--- src/rtl/imm_encode_rv32i.sv ---
// imm_encode_rv32i
//
// Purpose:
//    Packs a 32-bit signed immediate into the RV32I immediate bit positions
//    instr[31:7] for the I, S, B, U and J formats. It also reports illegal
//    format codes and keeps a saturating count of erroneous results.
//    Each request takes three cycles:
//      IDLE  accepts the request,
//      CHECK computes and registers the encoding,
//      DONE  presents the result until the consumer takes it.
//
// Ports:
//    clk            in   1   clock, all state updates on the rising edge
//    rst            in   1   synchronous active-high reset
//    in_valid       in   1   request present
//    in_ready       out  1   high only in IDLE
//    in_imm         in  32   immediate to encode
//    in_immtype     in   3   000 I, 001 S, 010 B, 011 U, 100 J, others illegal
//    out_valid      out  1   result present (DONE state)
//    out_ready      in   1   consumer accepts the result
//    trimmed_instr  out 25   immediate bits placed at instr[31:7]
//    imm_mask       out 25   marks which trimmed_instr bits are immediate bits
//    out_err        out  1   illegal type, or immediate out of range
//    err_cnt        out  8   saturating count of delivered errored results
//
// Configuration:
//    IMM_ENCODE_RANGECHK_EN - when defined, immediates that do not fit their
//    format (or are misaligned for B/J) are flagged as errors.
//    When it is not defined, these immediates are silently truncated.

module imm_encode_rv32i (
    input  logic        clk,
    input  logic        rst,
    input  logic        in_valid,
    output logic        in_ready,
    input  logic [31:0] in_imm,
    input  logic [2:0]  in_immtype,
    output logic        out_valid,
    input  logic        out_ready,
    output logic [24:0] trimmed_instr,
    output logic [24:0] imm_mask,
    output logic        out_err,
    output logic [7:0]  err_cnt
);

    localparam logic [1:0] ST_IDLE  = 2'd0;
    localparam logic [1:0] ST_CHECK = 2'd1;
    localparam logic [1:0] ST_DONE  = 2'd2;

    localparam logic [2:0] TYPE_I = 3'd0;
    localparam logic [2:0] TYPE_S = 3'd1;
    localparam logic [2:0] TYPE_B = 3'd2;
    localparam logic [2:0] TYPE_U = 3'd3;
    localparam logic [2:0] TYPE_J = 3'd4;

    logic [1:0]  r_state;
    logic [31:0] r_imm;
    logic [2:0]  r_type;
    logic [24:0] r_trim;
    logic [24:0] r_mask;
    logic        r_err;
    logic [7:0]  r_errCnt;

    logic [24:0] w_trimRaw;
    logic [24:0] w_maskRaw;
    logic        w_legal;
    logic        w_rangeBad;
    logic        w_err;

    // Raw field placement for the captured request.
    // An illegal type produces no field bits at all.
    always_comb begin
        w_trimRaw = '0;
        w_maskRaw = '0;
        w_legal   = 1'b1;
        case (r_type)
            TYPE_I: begin
                w_trimRaw[24:13] = r_imm[11:0];
                w_maskRaw[24:13] = '1;
            end
            TYPE_S: begin
                w_trimRaw[24:18] = r_imm[11:5];
                w_trimRaw[4:0]   = r_imm[4:0];
                w_maskRaw[24:18] = '1;
                w_maskRaw[4:0]   = '1;
            end
            TYPE_B: begin
                w_trimRaw[24]    = r_imm[12];
                w_trimRaw[23:18] = r_imm[10:5];
                w_trimRaw[4:1]   = r_imm[4:1];
                w_trimRaw[0]     = r_imm[11];
                w_maskRaw[24:18] = '1;
                w_maskRaw[4:0]   = '1;
            end
            TYPE_U: begin
                w_trimRaw[24:5] = r_imm[31:12];
                w_maskRaw[24:5] = '1;
            end
            TYPE_J: begin
                w_trimRaw[24]    = r_imm[20];
                w_trimRaw[23:14] = r_imm[10:1];
                w_trimRaw[13]    = r_imm[11];
                w_trimRaw[12:5]  = r_imm[19:12];
                w_maskRaw[24:5]  = '1;
            end
            default: begin
                w_legal = 1'b0;
            end
        endcase
    end

`ifdef IMM_ENCODE_RANGECHK_EN
    // An immediate fits its format when every bit above the top encoded bit
    // is a copy of the sign bit. B and J immediates must also be even.
    always_comb begin
        w_rangeBad = 1'b0;
        case (r_type)
            TYPE_I, TYPE_S: w_rangeBad = (r_imm[31:11] != {21{r_imm[31]}});
            TYPE_B:         w_rangeBad = (r_imm[31:12] != {20{r_imm[31]}}) || r_imm[0];
            TYPE_U:         w_rangeBad = (r_imm[11:0] != 12'd0);
            TYPE_J:         w_rangeBad = (r_imm[31:20] != {12{r_imm[31]}}) || r_imm[0];
            default:        w_rangeBad = 1'b0;
        endcase
    end
`else
    assign w_rangeBad = 1'b0;
`endif

    assign w_err = !w_legal || w_rangeBad;

    // Request/response sequencing.
    // Reset wins over both handshakes in the same cycle.
    // The error counter only counts results that the consumer actually took.
    always_ff @(posedge clk) begin
        if (rst) begin
            r_state  <= ST_IDLE;
            r_imm    <= '0;
            r_type   <= '0;
            r_trim   <= '0;
            r_mask   <= '0;
            r_err    <= 1'b0;
            r_errCnt <= '0;
        end else begin
            case (r_state)
                ST_IDLE: begin
                    if (in_valid) begin
                        r_imm   <= in_imm;
                        r_type  <= in_immtype;
                        r_state <= ST_CHECK;
                    end
                end
                ST_CHECK: begin
                    r_trim  <= w_err ? 25'd0 : w_trimRaw;
                    r_mask  <= w_err ? 25'd0 : w_maskRaw;
                    r_err   <= w_err;
                    r_state <= ST_DONE;
                end
                ST_DONE: begin
                    if (out_ready) begin
                        r_state <= ST_IDLE;
                        if (r_err && (r_errCnt != 8'hFF)) begin
                            r_errCnt <= r_errCnt + 8'd1;
                        end
                    end
                end
                default: begin
                    r_state <= ST_IDLE;
                end
            endcase
        end
    end

    assign in_ready      = (r_state == ST_IDLE);
    assign out_valid     = (r_state == ST_DONE);
    assign trimmed_instr = r_trim;
    assign imm_mask      = r_mask;
    assign out_err       = r_err;
    assign err_cnt       = r_errCnt;

endmodule

--- config.mk ---
export PLATFORM = sky130hd
export DESIGN_NAME = imm_encode_rv32i
export DESIGN_NICKNAME = d
export VERILOG_FILES = /design/src/rtl/imm_encode_rv32i.sv
export SDC_FILE = /design/constraint.sdc
export NUM_CORES = 1
export LEC_CHECK = 0
export BUFFER_PORTS_ARGS = -buffer_cell sky130_fd_sc_hd__buf_2
export CAP_MARGIN = 30
export CORE_MARGIN = 2
export CORE_UTILIZATION = 50
export DETAILED_ROUTE_END_ITERATION = 16
export GPL_ROUTABILITY_DRIVEN = 0
export MAX_ROUTING_LAYER = met4
export PLACE_DENSITY = 0.84
export SYNTH_ARGS = -nofsm -noshare
export SYNTH_HDL_FRONTEND = slang
export SYNTH_SLANG_ARGS = --single-unit
--- constraint.sdc ---
create_clock -name clk -period 2.1 [get_ports clk]
set_clock_uncertainty 0.15 [all_clocks]
set_input_delay 0.105 -clock clk [delete_from_list [all_inputs] [get_ports clk]]
set_output_delay 0.105 -clock clk [all_outputs]
set_load 0.05 [all_outputs]
==> flow_summary_export.csv <==
group,metric,value,unit
cells_and_area,final_cell_mix,"buf_2, dfxtp_1, nand2_1",
drt,vias,2898,
cells_and_area,mostFrequentLayoutCell,"buf_2",
timing,min_period,1880,ps
worst_setup_path,r2r-start,"r_type[1]",
worst_setup_path,timing.reg2reg.setup_slack,220,ps
worst_setup_path,slowest_delay,530,ps
place,post-place-ws,257,ps
timing,grt_setup_unrepaired,"false",
clocking,cts_sinks,75,
timing,slew_headroom,66.7,%
timing,timing.final.ws_setup,217,ps
drt,drc,0,
timing,period_share,89.7,%
synthesis,synth_edf_count,0,
synthesis,synth_cells,359,
timing,finalHoldViolations,0,
drt,totalWireLength,7590,um
drt,wl_per_cell,13.8,um
worst_setup_path,worstPathRequired,2230,ps
min_path,holdPathStages,4,
floorplanning,start_util,52.0,%
worst_setup_path,endpoint_kind,"register",
clocking,cts_tree,"yes",
cells_and_area,final_util,67.8,%
drt,postRouteAntennaNets,0,
clocking,cts_setup_buffers,0,
timing,clock.fmax,531,MHz
cells_and_area,area_delta_synth_final,30.3,%
cells_and_area,final_layout_size_suffix_gt1_share,29.1,%
floorplanning,rows,28,
floorplanning,die_h,83.0,um
clocking,clock_path_buffers,2,
clocking,holdBufCountCts,37,
worst_setup_path,worstPathCellList,"and3b_1, o21a_1, a22oi_2, nor2_1",
synthesis,synth_cell_types,42,
worst_setup_path,critical_path.max_fanout,11,
synthesis,yosysSeqAreaShare,48.2,%
clocking,root_buffer,"clkbuf_8",
cells_and_area,nFillCells,454,
synthesis,ys_ff_latch,75,
power_and_ir_drop,ir_drop,444,uV
worst_setup_path,critPathLaunchType,"register",
worst_setup_path,crit_type,"reg -> reg",
timing,drv_slew,0,
global_routing,antenna_found_initial,0,
global_routing,grt-ovfl-total,0,
synthesis,syn_nets,399,
drt,firstDrtPassIters,4,
job,cap_violations,0,
clocking,clock_latency,340,ps
global_routing,grt_max_degree,44,
cells_and_area,n_antenna_cell,0,
drt,vias_per_cell,5.28,
min_path,hp-class,"in -> reg",
clocking,cts_buffers,9,
floorplanning,coreArea,0.00599,sq mm
synthesis,synth-async-reset-ratio,0,%
synthesis,synthFlopType,"dfxtp_1",
clocking,cts_max_level,3,
global_routing,grt_usage,23.0,%
clocking,worst_setup_hold_path_clk_slew,70,ps
synthesis,ys_warn_count,0,
cells_and_area,nets,509,
global_routing,grt_first_pass_wirelength,12600,um
synthesis,syn_avg_cell_area,8.69,sq um
worst_setup_path,reg2reg_depth,4,
power_and_ir_drop,p_leak,0.00182,uW
worst_setup_path,critPathSlowestCell,"dfxtp_1",
cells_and_area,area.sequential,0.00150,sq mm
clocking,cts_resized,0,
min_path,hold_start,"in_valid",
place,port-buffer-count,99,
power_and_ir_drop,powerDensity,813,mW/mm^2
global_routing,grt_pass1_vias,2742,
synthesis,syn_area,0.00312,sq mm
min_path,min_to,"r_state[0]",
timing,setup_viol,0,
floorplanning,die_area,0.00688,sq mm
drt,drtIter0Drc,184,
cells_and_area,multi_input_area,0.00130,sq mm
timing,tightest_slew,499,ps
worst_setup_path,arrival,2020,ps
outcome,status,"completed",
worst_setup_path,worstReg2RegEnd,"trimmed_instr[7]",
timing,fin_setup_tns,0,ps
place,hpwl,4950,um
floorplanning,die_x,83.0,um
floorplanning,io_pins,100,
## power by group
group | total [uW] | leakage, uW | switching [uW] | internal [uW]
combinational | 527 | 0.00109 | 349 | 178
sequential | 1540 | 0.000612 | 51.1 | 1490
clock | 1240 | 0.000113 | 505 | 733
## worst max-delay path: cells and delay by family (launching register included)
family / cells / cell delay (ps)
and+or+nand+nor: 2 / 530
DFF: 1 / 530
AOI/OAI and AO/OA: 2 / 610
## routing by layer
layer / share of wire (%) / up-vias / GRT usage, %
met2: 50 / 108 / 37.8
met4: 3.1 / 0 / 13.4
met1: 41 / 1346 / 26.5
li1: - / 1419 / -
met3: 5.7 / 25 / 3.58
met5: 0 / - / -
## worst max-delay path by stage
stage | from | endpoint | slack (ps) | depth (start not counted)
after floorplan | r_state[1] | r_imm[4] | 120 | 5
after global placement | r_type[1] | trimmed_instr[5] | 380 | 4
after detailed placement | r_type[1] | trimmed_instr[7] | 260 | 4
after CTS | r_type[1] | trimmed_instr[7] | 230 | 4
after global routing | r_type[1] | trimmed_instr[12] | 110 | 4
final | r_type[1] | trimmed_instr[7] | 220 | 4
## final cells by class
cell class | instances | share of cell area (%)
flip-flops and latches | 75 | 36.9
well taps | 75 | 2.31
inverters | 1 | 0.0924
multi-input cells | 237 | 32.1
repair buffers | 145 | 23.0
clock buffers | 12 | 3.82
clock inverters | 4 | 1.79
## state kept, by name, indices dropped and copies added (netlist names)
| signal | cells |
|---|---|
| r_imm | 32 |
| trimmed_instr | 25 |
| err_cnt | 8 |
| imm_mask | 4 |
| r_type | 3 |
| r_state | 2 |
| out_err | 1 |
## kinds of logic after synthesis
kind of cell    synth area share, %
compound gates                 18.2
xor+xnor                       1.69
fa+ha+maj                     0.401
buf+inv                        10.0
flops                          48.2
mux                            1.40
simple gates                   20.1
## cell usage after synthesis (2+ instances only)
library cell	count	area [sq um]
a211oi_1	6	45.0
a21oi_1	39	195
a221oi_1	7	61.3
a22oi_1	6	45.0
a22oi_2	8	100
a32oi_1	4	35.0
and2_1	3	18.8
buf_2	7	35.0
buf_4	28	210
buf_6	3	33.8
clkbuf_1	7	26.3
dfxtp_1	75	1500
mux2_2	3	33.8
nand2_1	72	270
nand2b_1	3	18.8
nand3b_1	2	15.0
nor2_1	43	161
nor2b_1	4	25.0
nor3_1	10	50.1
o2111ai_1	2	17.5
o21a_1	2	15.0
xor2_1	5	43.8
## through the flow
step / power [uW] / hold WS (ps) / area [sq um] / instances
after floorplan: 1950 / 91.0 / 3120 / 359
after detailed placement: 2040 / 201 / 3470 / 496
after CTS: 3310 / 119 / 4060 / 549
final: 3310 / 159 / 4060 / 549
after global routing: 3450 / 215 / 4060 / 549
after global placement: 2030 / 198 / 3470 / 496
Note: power is estimated with default switching activity, not from simulation.
